[config.mk]
export PLATFORM = sky130hd
export DESIGN_NAME = mem_arbiter
export DESIGN_NICKNAME = d
export VERILOG_FILES = /design/src/rtl/mem_arb_pkg.sv /design/src/rtl/mem_arb_addr_chk.sv /design/src/rtl/mem_arbiter.sv
export SDC_FILE = /design/constraint.sdc
export NUM_CORES = 1
export LEC_CHECK = 0
export ABC_AREA = 1
export CAP_MARGIN = 0
export CORE_AREA = 2 2 110 112
export DETAILED_ROUTE_END_ITERATION = 10
export DIE_AREA = 0 0 112 114
export PLACE_DENSITY = 0.65
export SYNTH_ARGS = -nofsm -noshare
export SYNTH_HDL_FRONTEND = slang
export SYNTH_HIERARCHICAL = 1
export SYNTH_SLANG_ARGS = --single-unit
[constraint.sdc]
create_clock -name clk -period 2.5 [get_ports clk]
set_clock_uncertainty 0.05 [all_clocks]
set_input_delay 0.5 -clock clk [delete_from_list [all_inputs] [get_ports clk]]
set_output_delay 0.5 -clock clk [all_outputs]
set_load 0.01 [all_outputs]
[src/rtl/mem_arb_pkg.sv]
// Shared types and defaults for the two-port memory arbiter.
// No logic; types only.
// Imported by the arbiter top and its address checker.
package mem_arb_pkg;

  localparam int ADDR_WORDS_DEF = 64;

  typedef enum logic [1:0] {
    IDLE    = 2'd0,
    SERVE_I = 2'd1,
    SERVE_D = 2'd2
  } state_t;

  typedef enum logic {
    PORT_I = 1'b0,
    PORT_D = 1'b1
  } port_t;

endpackage

[src/rtl/mem_arb_addr_chk.sv]
// Flags a word access that is misaligned or beyond the end of the memory.
// Latency: purely combinational.
// No flow control; evaluated on whatever address is presented.
module mem_arb_addr_chk
  import mem_arb_pkg::*;
#(
  parameter int ADDR_WORDS = ADDR_WORDS_DEF
) (
  input  logic [31:0] adr,
  output logic        err
);

  localparam logic [31:0] WORD_LIMIT = 32'(ADDR_WORDS);

  // misaligned byte address or word index past the last word
  always_comb begin
    err = (adr[1:0] != 2'b00) || ({2'b00, adr[31:2]} >= WORD_LIMIT);
  end

endmodule

[src/rtl/mem_arbiter.sv]
// Alternating arbiter sharing one memory between instruction and data ports.
// Latency: request raised in an IDLE cycle is acked the following cycle.
// Requests are held until ack; a port is never served twice in a row.
module mem_arbiter
  import mem_arb_pkg::*;
#(
  parameter int ADDR_WORDS = ADDR_WORDS_DEF
) (
  input  logic        clk,
  input  logic        reset,
  input  logic        i_req,
  input  logic [31:0] i_adr,
  output logic        i_ack,
  output logic [31:0] i_rdata,
  input  logic        d_req,
  input  logic        d_we,
  input  logic [31:0] d_adr,
  input  logic [31:0] d_wdata,
  output logic        d_ack,
  output logic [31:0] d_rdata,
  output logic        err,
  output logic        mem_we,
  output logic [31:0] mem_adr,
  output logic [31:0] mem_wd,
  input  logic [31:0] mem_rd,
  output logic [15:0] acc_count
);

  state_t      state_q, state_d;
  port_t       last_gnt_q, last_gnt_d;
  logic [15:0] acc_count_q, acc_count_d;

  logic [31:0] serve_adr;
  logic        adr_err;

  // state, fairness pointer and access counter; reset drops any access in flight
  always_ff @(posedge clk or negedge reset) begin
    if (!reset) begin
      state_q     <= IDLE;
      last_gnt_q  <= PORT_I;
      acc_count_q <= 16'h0000;
    end else begin
      state_q     <= state_d;
      last_gnt_q  <= last_gnt_d;
      acc_count_q <= acc_count_d;
    end
  end

  // next state: in a SERVE cycle only the other port is considered, so the
  // still-high request of the port being served is never double-served
  always_comb begin
    state_d     = state_q;
    last_gnt_d  = last_gnt_q;
    acc_count_d = acc_count_q;
    case (state_q)
      IDLE: begin
        if (i_req && d_req) begin
          state_d = (last_gnt_q == PORT_I) ? SERVE_D : SERVE_I;
        end else if (i_req) begin
          state_d = SERVE_I;
        end else if (d_req) begin
          state_d = SERVE_D;
        end
      end
      SERVE_I: begin
        state_d     = d_req ? SERVE_D : IDLE;
        last_gnt_d  = PORT_I;
        acc_count_d = acc_count_q + 16'h0001;
      end
      SERVE_D: begin
        state_d     = i_req ? SERVE_I : IDLE;
        last_gnt_d  = PORT_D;
        acc_count_d = acc_count_q + 16'h0001;
      end
      default: begin
        state_d = IDLE;
      end
    endcase
  end

  // address of the port being served this cycle; zero when idle
  always_comb begin
    serve_adr = 32'h0000_0000;
    case (state_q)
      SERVE_I: serve_adr = i_adr;
      SERVE_D: serve_adr = d_adr;
      default: serve_adr = 32'h0000_0000;
    endcase
  end

  mem_arb_addr_chk #(
    .ADDR_WORDS(ADDR_WORDS)
  ) u_addr_chk (
    .adr(serve_adr),
    .err(adr_err)
  );

  // memory-side and port-side outputs decoded from the registered state;
  // a bad address still acks but returns zero data and suppresses the write
  always_comb begin
    i_ack   = 1'b0;
    d_ack   = 1'b0;
    err     = 1'b0;
    mem_we  = 1'b0;
    mem_wd  = 32'h0000_0000;
    i_rdata = 32'h0000_0000;
    d_rdata = 32'h0000_0000;
    case (state_q)
      SERVE_I: begin
        i_ack   = 1'b1;
        err     = adr_err;
        i_rdata = adr_err ? 32'h0000_0000 : mem_rd;
      end
      SERVE_D: begin
        d_ack   = 1'b1;
        err     = adr_err;
        mem_we  = d_we && !adr_err;
        mem_wd  = d_wdata;
        d_rdata = (adr_err || d_we) ? 32'h0000_0000 : mem_rd;
      end
      default: begin
        i_ack = 1'b0;
      end
    endcase
  end

  assign mem_adr   = serve_adr;
  assign acc_count = acc_count_q;

endmodule

==> results of run 1 <==
==> cells in the final DEF (no fill, tap or decap), types with 2 or more instances in the layout <==
cell             synthesis  routed
buf_2                   17      62
nor3_1                   2       2
buf_4                    0      48
o21ai_0                  6       6
nand3_1                 10       9
buf_6                    1       7
buf_12                   0      11
xnor2_1                  5       5
a21oi_1                 32       7
nand4_1                  4       4
clkdlybuf4s50_1          0     156
buf_16                   0       3
dlymetal6s2s_1           0      31
clkbuf_16                0       5
dlygate4sd2_1            0      12
nor2_1                  88      22
ha_4                     0       4
inv_2                    1       3
nand2_2                  0      11
nor2_2                   1      63
ha_1                     6       2
a21oi_2                  0      16
clkdlybuf4s15_2          0       2
xor2_1                   4       4
a21oi_4                  0       9
inv_1                   88      85
nand2_1                139     124
dfrtp_1                 19      19
nand2_4                  2       6
nor2_4                   2       6
==> power groups by stage <==
stage	Combinational (mW)	Clock (mW)	Sequential, mW
4_1_cts	3.99	0.338	0.465
5_1_grt	4.48	0.348	0.480
3_3_place_gp	3.57	0	0.463
6_report	4.20	0.332	0.465
2_1_floorplan	1.80	0	0.482
3_5_place_dp	3.61	0	0.465
==> kinds of logic (layout without fill, tap and decap cells) <==
| group | Yosys count | after routing | synth area share (%) |
|---|---|---|---|
| fa+ha+maj | 6 | 6 | 3.32 |
| flops | 19 | 19 | 21.0 |
| buf+inv | 110 | 431 | 19.5 |
| simple gates | 248 | 248 | 43.7 |
| compound gates | 40 | 40 | 9.01 |
| other cells | 0 | 1 | 0 |
| xor+xnor | 9 | 9 | 3.48 |
==> flip-flops by register name, summed over array words and instances (netlist names) <==
name / count
last_gnt_q: 1
acc_count: 16
state_q: 2
==> cells in the mapped netlist, types with 2 or more instances <==
| cell type | count | area share, % |
|---|---|---|
| nand4_1 | 4 | 1.1 |
| nand2_4 | 2 | 0.99 |
| buf_2 | 17 | 3.8 |
| o21ai_0 | 6 | 1.3 |
| nor3_1 | 2 | 0.44 |
| nor2_4 | 2 | 0.99 |
| ha_1 | 6 | 3.3 |
| a21oi_1 | 32 | 7.1 |
| nor2_1 | 88 | 15 |
| nand2_1 | 139 | 23 |
| inv_1 | 88 | 15 |
| dfrtp_1 | 19 | 21 |
| xor2_1 | 4 | 1.5 |
| xnor2_1 | 5 | 1.9 |
| nand3_1 | 10 | 2.2 |
| clkbuf_1 | 3 | 0.50 |
==> final cells by class <==
cell class / instances / share of cell area, %
antenna: 1 / 0.0409
multi-input combinational: 303 / 29.6
timing repair inverter: 3 / 0.592
clock buffer: 4 / 1.29
timing repair buffer: 335 / 52.0
inverter: 89 / 5.72
sequential: 19 / 7.76
tap: 147 / 3.00
==> repair_timing <==
item	4_1_cts	5_1_grt
buffers inserted	9	1
setup endpoints to repair	121	105
hold buffers	0	0
resized for setup	318	61
gates cloned	6	2
pin swaps	9	15
==> path summary, 6_finish.rpt <==
check | from | to | slack [ns] | depth (start not counted)
hold reg to reg | last_gnt_q | last_gnt_q | 0.45 | 2
min in group asynchronous | reset | acc_count[0] | 0.53 | 2
setup / recovery | state_q[0] | i_rdata[9] | -0.56 | 16
setup reg to reg | state_q[0] | acc_count[11] | 0.55 | 9
hold / removal | last_gnt_q | last_gnt_q | 0.45 | 2
max in group asynchronous | reset | acc_count[15] | 1.66 | 2
==> routing by layer <==
layer,track usage [%],up-vias,routed length (um)
li1,-,1905,-
met1,21.1,1696,5160
met2,34.1,175,6890
met3,4.57,31,1020
met4,5.20,0,359
met5,0,-,0
==> critical path, stage by stage (launching register included) <==
cell and delay [ns]:
dfrtp_1 0.39, buf_4 0.15, ha_4 0.18, buf_12 0.14, nand2_1 0.11, a21oi_4 0.08, nor2_2 0.12, nand2_2 0.07
nor2_2 0.12, nand4_1 0.14, inv_2 0.11, nand2_4 0.07, buf_12 0.13, buf_12 0.12, buf_16 0.13, nor2_4 0.06
buf_2 0.13
==> impl_metrics.csv, run 1 <==
group,metric,value,unit
outcome,status,"finished, violations left",
outcome,violations,"negative setup slack",
layout,areaGrowthSynthToFinish,171,%
detailed_routing,totalWireLength,13400,um
timing,timing.hold.ws,0.446,ns
layout,drive_above_1_share,34.8,%
placed_design,io_buffer_count,280,
placed_design,dp.cells,878,
global_route,grt_max_degree,33,
floorplan,core-area,11700,sq um
synthesis,yosys_most_used_dff,"dfrtp_1",
power_and_ir_drop,p_switching,2.37,mW
timing,rsz0062_at_grt,"true",
global_route,grt_pass1_wl,19200,um
timing,fin_crit_sh,122,%
cts,cts_root_buffer,"clkbuf_16",
floorplan,io_pins,281,
synthesis,synthCells,432,
power_and_ir_drop,sequentialPowerShare,9.3,%
timing,finalSetupTns,-31.66,ns
cts,cts_made_buffers,3,
detailed_routing,ant_nets,0,
synthesis,ys_ff_latch,19,
floorplan,die_y,114,um
floorplan,start_util,19.3,%
setup_path,end_kind,"output pin",
detailed_routing,vias_per_cell,4.23,
cts,path_clk_slew,0.05,ns
power_and_ir_drop,power_frac_clock,6.6,%
timing,period_needed,3.06,ns
synthesis,async_flop_share,100,%
global_route,antenna_found_initial,1,
timing,hold_violations,0,
global_route,grtUsageTotal,18.4,%
cts,cts.sinks,19,
synthesis,yosysWarnings,6,
layout,nFillCells,1154,
power_and_ir_drop,switching_share,47.4,%
setup_path,worstPathArrival,2.51,ns
placed_design,dp_hpwl,10400,um
layout,multi_input_area,1810,sq um
synthesis,synth_area,2260,sq um
synthesis,avgSynthCellArea,5.24,sq um
setup_path,critPathRequiredTime,1.95,ns
placed_design,pre_cts_ws,-0.688,ns
cts,clk_path_buf_depth,2,
layout,regArea,475,sq um
timing,setup_viol_count_final,66,
synthesis,syn_nets,571,
setup_path,critical_path.max_fanout,12,
setup_path,critPathKind,"reg -> out",
placed_design,place.gp.congestion,0.882,
detailed_routing,drt_iter0_drc,217,
synthesis,synth-seq-area-share,21.0,%
timing,worst_pin_slew,0.302,ns
placed_design,place_area,5840,sq um
timing,max_freq,0.327,GHz
timing,setup_ws,-0.561,ns
power_and_ir_drop,pwr-share-comb,84.1,%
setup_path,critPathLaunchType,"flip-flop",
detailed_routing,route.detailed.drc,0,
floorplan,die_w,112,um
power_and_ir_drop,peakVddDrop,0.000681,V
power_and_ir_drop,internal-power,2.63,mW
timing,slew_headroom,79.9,%
floorplan,dieArea,12800,sq um
layout,fin_nets,893,
global_route,gr-total-overflow,0,
power_and_ir_drop,total_power,5.00,mW
detailed_routing,vias,3807,
cts,cts_tree,"yes",
layout,stdcell_area,6120,sq um
worst_hold_path,min_path_type,"reg -> reg",
detailed_routing,wire_per_inst,14.9,um
power_and_ir_drop,powerDensity,816,nW/um^2
flow_run,drv_cap,0,
layout,final_cells,901,
synthesis,synth-edff-count,0,
detailed_routing,firstDrtPassIters,4,
global_route,grt_pass1_vias,3688,
power_and_ir_drop,p_leak,3.63,nW
cts,htreeDepth,1,
layout,final_util,52.3,%
cts,clk_latency,0.25,ns
floorplan,num_rows,40,
synthesis,synth_cell_type_count,21,
timing,slew_violations,0,
(Power assumes the default switching activity.)
==> run 2, diff against run 1 <==
--- a/config.mk
+++ b/config.mk
@@ -7,11 +7,10 @@
 export LEC_CHECK = 0
 export ABC_AREA = 1
 export CAP_MARGIN = 0
-export CORE_AREA = 2 2 110 112
+export CORE_AREA = 2 2 109 111
 export DETAILED_ROUTE_END_ITERATION = 10
-export DIE_AREA = 0 0 112 114
-export PLACE_DENSITY = 0.65
+export DIE_AREA = 0 0 111 113
+export PLACE_DENSITY = 0.69
 export SYNTH_ARGS = -nofsm -noshare
 export SYNTH_HDL_FRONTEND = slang
-export SYNTH_HIERARCHICAL = 1
 export SYNTH_SLANG_ARGS = --single-unit
==> run 2 against run 1 <==
  * The run still ends with negative setup slack left
  * First-iteration DRC count rose by 0.92%
  * Largest cell class unchanged
  * Synthesized area rose by 15%
  * Sequential share of layout area fell by 0.91 points
  * Fmax fell by 2.9%
  * Non-clock buffer count rose by 28
  * Via count rose by 11%
  * Highest routed layer unchanged
  * Largest power group unchanged
  * Critical endpoint is now d_rdata[30]
  * Worst setup slack got worse by 0.092 ns
  * Sequential cell count did not move
==> impl_metrics.csv, run 2 <==
group,metric,value,unit
layout,fin_nets,954,
setup_path,critical_path.max_fanout,8,
setup_path,worst-path-buf-inv,6,
power_and_ir_drop,sequentialPowerShare,7.0,%
floorplan,die_y,113,um
cts,htreeDepth,1,
global_route,antenna_found_initial,0,
outcome,violations,"negative setup slack",
floorplan,start_util,23.0,%
setup_path,path_delay_family,"simple AND/OR/NAND/NOR gates",
floorplan,core-area,11300,sq um
power_and_ir_drop,internal-power,3.40,mW
detailed_routing,vias,4217,
floorplan,die_w,111,um
placed_design,place_area,5700,sq um
timing,max_freq,0.317,GHz
layout,largest_reg_flops,16,
global_route,grtUsageTotal,18.7,%
layout,diodes,0,
power_and_ir_drop,power_frac_clock,5.2,%
cts,cts_made_buffers,3,
synthesis,synthCells,474,
layout,mostFrequentLayoutCell,"nand2_1",
synthesis,synth-seq-area-share,18.3,%
synthesis,synth_xor_xnor_area_share,4.73,%
synthesis,synth_fa_ha_area_share,2.41,%
layout,drive_above_1_share,34.2,%
cts,cts_hold_buf,0,
outcome,status,"finished, violations left",
placed_design,dp_hpwl,9620,um
synthesis,synthMuxAreaShare,0,%
setup_path,r2r-end,"acc_count[15]",
synthesis,ys_ff_latch,19,
power_and_ir_drop,peakVddDrop,0.000692,V
setup_path,critPathKind,"reg -> out",
floorplan,dieArea,12500,sq um
timing,slew_headroom,78.7,%
setup_path,worstPathArrival,2.60,ns
global_route,grt_max_degree,58,
synthesis,synth-compound-area-share,3.57,%
timing,slew_violations,0,
synthesis,syn_nets,612,
layout,nFillCells,977,
cts,cts.sinks,19,
power_and_ir_drop,powerDensity,937,nW/um^2
setup_path,slowest_stage,"dfrtp_1",
detailed_routing,wire_per_inst,15.2,um
cts,cts_tree,"yes",
synthesis,synth_area,2590,sq um
setup_path,endpoint,"d_rdata[30]",
layout,stdcell_area,6940,sq um
cts,path_clk_slew,0.06,ns
detailed_routing,vias_per_cell,4.40,
synthesis,yosysMostFrequentCell,"nand2_1",
detailed_routing,totalWireLength,14600,um
layout,areaGrowthSynthToFinish,168,%
detailed_routing,wl_met2,7730,um
setup_path,r2r_start,"state_q[0]",
setup_path,crit_chain,"inv_2 > buf_6 > ha_4 > buf_12 > nand2_4 > nand2_2 > nand2_2 > nand2_2 > nor2_2 > nand2_2 > nor2_4 > buf_6 > nand3_4 > clkbuf_16 > nor2_1 > buf_2",
timing,fin_crit_sh,126,%
cts,clk_latency,0.25,ns
detailed_routing,ant_nets,0,
timing,hold_violations,0,
timing,setup_ws,-0.653,ns
detailed_routing,route.detailed.drc,0,
timing,period_needed,3.15,ns
setup_path,critPathMaxStageDelay,0.39,ns
power_and_ir_drop,switching_share,47.7,%
floorplan,io_pins,281,
floorplan,num_rows,39,
synthesis,synthTopCellsByCount,"193 x nand2_1, 96 x inv_1, 55 x nor2_1",
cts,clk_path_buf_depth,2,
setup_path,critPathLaunchType,"flip-flop",
power_and_ir_drop,total_power,6.50,mW
synthesis,avgSynthCellArea,5.47,sq um
cts,cts_root_buffer,"clkbuf_16",
synthesis,yosys_most_used_dff,"dfrtp_1",
layout,regArea,475,sq um
detailed_routing,firstDrtPassIters,4,
global_route,gr-total-overflow,0,
synthesis,yosys.area_share.simple,48.3,%
power_and_ir_drop,p_switching,3.10,mW
power_and_ir_drop,p_leak,4.06,nW
global_route,grt_pass1_vias,3958,
synthesis,synth_cell_type_count,24,
detailed_routing,routed.top_layer,"met4",
setup_path,reg2reg_depth,11,
timing,worst_pin_slew,0.319,ns
detailed_routing,drt_iter0_drc,219,
detailed_routing,dr_wl_met3,924,um
synthesis,async_flop_share,100,%
synthesis,synth_area_leaders,"nand2_1 28%, dfrtp_1 18%, inv_1 14%, nor2_1 8.0%, nor2_2 7.2%",
setup_path,critPathRequiredTime,1.95,ns
synthesis,synth_top_family_by_area,"simple AND/OR/NAND/NOR gates",
layout,layout_common_cells,"160 x nand2_1, 149 x clkdlybuf4s50_1, 93 x inv_1, 65 x buf_6, 54 x nor2_4",
setup_path,rrSetupSlack,0.50,ns
timing,rsz0062_at_grt,"true",
synthesis,synth_area_leader_cell,"nand2_1",
setup_path,startpoint,"state_q[0]",
setup_path,end_kind,"output pin",
worst_hold_path,min_path_type,"reg -> reg",
power_and_ir_drop,pwr-share-comb,87.8,%
synthesis,yosysWarnings,0,
timing,setup_viol_count_final,66,
global_route,grt_pass1_wl,19400,um
detailed_routing,met1Wirelength,5540,um
flow_run,drv_cap,0,
placed_design,io_buffer_count,280,
layout,multi_input_area,2050,sq um
synthesis,synth-edff-count,0,
synthesis,synth_top_cell_area_share,27.9,%
setup_path,path_depth,16,
placed_design,place.gp.congestion,0.886,
setup_path,critPathMostFrequentCell,"nand2_2",
## run 2: cell count changes after synthesis, moves of 5 or more
cell | before | now
a21oi_1 | 32 | 12
buf_2 | 17 | 1
nand2_1 | 139 | 193
o21ai_0 | 6 | 1
nor2_1 | 88 | 55
inv_1 | 88 | 96
buf_6 | 1 | 14
nor2_2 | 1 | 30
## run 2: final cells by class
class	count	share of cell area (%)
clock buffers	3	1.08
clock inverters	1	0.108
repair buffers	363	54.7
inverters	96	5.19
flip-flops and latches	19	6.85
multi-input cells	333	29.5
well taps	143	2.58
## run 2: worst register-to-register path, cell delays in order (launching register included)
cell     delay, ns
dfrtp_1       0.39
inv_2         0.08
ha_4          0.28
buf_4         0.14
nand2_1       0.07
inv_1         0.08
nand2_1       0.09
nor2_1        0.17
nand2_1       0.11
nor2_1        0.20
nand2_1       0.10
xnor2_1       0.13
## run 2: worst min path at each step
stage | from | to | cells after the start
2_1_floorplan | reset | acc_count[0] | 0
3_3_place_gp | acc_count[15] | acc_count[15] | 1
3_5_place_dp | acc_count[15] | acc_count[15] | 1
4_1_cts | acc_count[15] | acc_count[15] | 1
5_1_grt | acc_count[15] | acc_count[15] | 1
6_report | acc_count[15] | acc_count[15] | 1
## run 2: logic make-up (layout without fill, tap and decap cells)
| kind of cell | count (synthesis) | in the layout |
|---|---|---|
| and+or+nand+nor | 297 | 297 |
| xor gates and xnor gates | 14 | 14 |
| DFF | 19 | 19 |
| AOI/OAI and AO/OA | 17 | 17 |
| buffers and inverters | 122 | 463 |
| adders and majority gates | 5 | 5 |
## run 2: power groups by stage
stage               registers [mW]  logic (mW)  clock network (mW)
floorplan                    0.470        2.18                   0
global placement             0.453        4.06                   0
detailed placement           0.459        4.11                   0
CTS                          0.456        4.46               0.347
global route                 0.472        6.10               0.351
finish                       0.456        5.71               0.336
## run 2: timing repair
item                       4_1_cts  5_1_grt
cloned                           2       10
setup buffers                   17       17
pin swaps                        9       29
gates resized for setup        304      269
setup endpoints to repair      130      109
## run 2: per-stage QoR
stage | setup TNS (ns) | setup slack (ns) | util [%] | hold slack (ns) | std cells
2_1_floorplan | -0.145 | -0.00726 | - | 0.154 | 474
4_1_cts | -37.67 | -0.548 | 52.6 | 0.431 | 933
3_3_place_gp | -48.29 | -0.643 | 50.6 | 0.417 | 910
6_report | -31.00 | -0.653 | 61.6 | 0.426 | 958
5_1_grt | -41.33 | -0.789 | 61.6 | 0.447 | 958
3_5_place_dp | -52.83 | -0.668 | 50.6 | 0.415 | 910
## run 2: metal layers
| metal | global-route usage [%] | vias to the layer above |
|---|---|---|
| li1 | - | 2041 |
| met1 | 21.3 | 1939 |
| met2 | 34.7 | 204 |
| met3 | 3.80 | 33 |
| met4 | 6.50 | 0 |
| met5 | 0 | - |
==> RTL change, RTL diff (settings of run 1) <==
Register the output `acc_count` once more, cleared by the reset; this adds one clock of latency there. The other outputs are not delayed to match.
--- a/src/rtl/mem_arbiter.sv
+++ b/src/rtl/mem_arbiter.sv
@@ -125,7 +125,13 @@
   end
 
   assign mem_adr   = serve_adr;
-  assign acc_count = acc_count_q;
+  always_ff @(posedge clk or negedge reset) begin
+    if (!reset) begin
+      acc_count <= '0;
+    end else begin
+      acc_count <= acc_count_q;
+    end
+  end
 
 endmodule
 
Behaviour: not the same (a bounded check fails within 4 cycles, from zero or initial values and one cycle with reset low).
==> RTL change against run 1 <==
- clock power up 74%
- largest cell class unchanged
- worst hold slack worse by 82 ps
- design area up 11%
- critical path depth down 1
- count of clock-buffer cells in the layout up 1
- wire length up 6.2%
- area after synthesis up 18%
- register-to-register slack better by 70 ps
- sequential cell count up 16
- setup slack worse by 140 ps
- the run still ends with negative setup slack left
- power up 13%
- fmax down 4.3%
==> RTL change: results <==
metrics = {
    "outcome": {
        "outcome": "finished, violations left",
        "violations": "negative setup slack",
    },
    "synthesis": {
        "synth.distinct_cells": 23,
        "synth_fa_ha_area_frac": 0.0282,
        "synth_area_per_cell_um2": 6.03,
        "synth_xor_area_frac": 0.0362,
        "netlist_top_cells_area": "dfrtp_1, nand2_1, nor2_1",
        "synth-compound-area-share": 0.0762,
        "synthTopCellsByCount": "nand2_1, nor2_1, inv_1",
        "syn-num-nets": 580,
    },
    "hold_path": {
        "hold_end": "acc_count[14]$_DFF_PN0_",
        "min_from": "acc_count_q[14]$_DFFE_PN0P_",
        "hold_path_depth": 0,
    },
    "grt": {
        "grt_pass1_vias": 3841,
        "globalRouteMet2Util": 0.368,
        "grt_use_met1": 0.244,
        "use_met3": 0.0446,
        "grt.total_usage": 0.205,
        "grt_max_degree": 36,
        "grt_first_pass_wirelength_um": 20700,
    },
    "routing": {
        "drt_first_pass_iters": 5,
        "met2_length_um": 7580,
        "vias": 3949,
        "wl_per_cell_um": 15.6,
        "m1WireLength_um": 5480,
        "wl_met3_um": 840,
        "drt-initial-drc-count": 164,
    },
    "cells_and_area": {
        "seq_area_um2": 876,
        "drive_gt1_frac": 0.359,
        "multi_input_gates": 299,
        "multi_input_area_share": 0.284,
        "final-nonclk-buf-share": 0.485,
        "syn_to_final_growth_pct": 156,
        "fin_nets": 906,
        "fillers": 1069,
        "antenna_cells": 0,
    },
    "timing": {
        "final.setup.tns_ps": -41590,
        "setup_violations": 69,
        "final.setup.worst_slack_ps": -697,
        "worst_pin_slew_ps": 430,
    },
    "cts": {
        "clk-insertion-delay-late_ps": 280,
        "clkTransAtPathRegs_ps": 50,
        "cts_max_level": 2,
        "cts_repair_resize_count": 338,
        "post_cts_buffers": 3,
        "numCtsBuffers": 5,
    },
    "power": {
        "leakage_nw": 3.60,
        "irDropWorstVdd_mv": 0.547,
    },
    "critical_path": {
        "reg2reg_slack_ps": 620,
        "crit_start": "state_q[1]$_DFFE_PN0P_",
        "reg2reg_to": "acc_count_q[12]$_DFFE_PN0P_",
        "crit_fanout": 8,
        "worst_r2r_path_depth": 11,
        "crit_end": "d_rdata[1]",
    },
    "place": {
        "dp_hpwl_um": 10500,
    },
}
==> RTL change: power by group <==
part / internal, mW / switching (mW)
registers: 0.685 / 0.0886
clock network: 0.362 / 0.215
logic: 2.08 / 2.20
total: 3.13 / 2.51
==> RTL change: critical path, stage by stage, from the launching register on <==
cell	delay (ps)
dfrtp_1	400
buf_6	140
ha_4	200
clkbuf_16	170
nand2_1	120
a21oi_4	80
nor2_2	120
nand2_1	60
nor2_1	100
nand4_1	160
inv_2	120
buf_6	100
nand3_4	150
clkbuf_16	230
nor2_2	80
buf_2	130
==> RTL change: through the flow <==
| step | setup slack (ps) | hold WS [ps] | cells |
|---|---|---|---|
| 2_1_floorplan | -63.7 | 154 | 441 |
| 3_3_place_gp | -680 | 354 | 886 |
| 3_5_place_dp | -720 | 356 | 886 |
| 4_1_cts | -694 | 366 | 907 |
| 5_1_grt | -858 | 380 | 915 |
| 6_report | -697 | 364 | 915 |
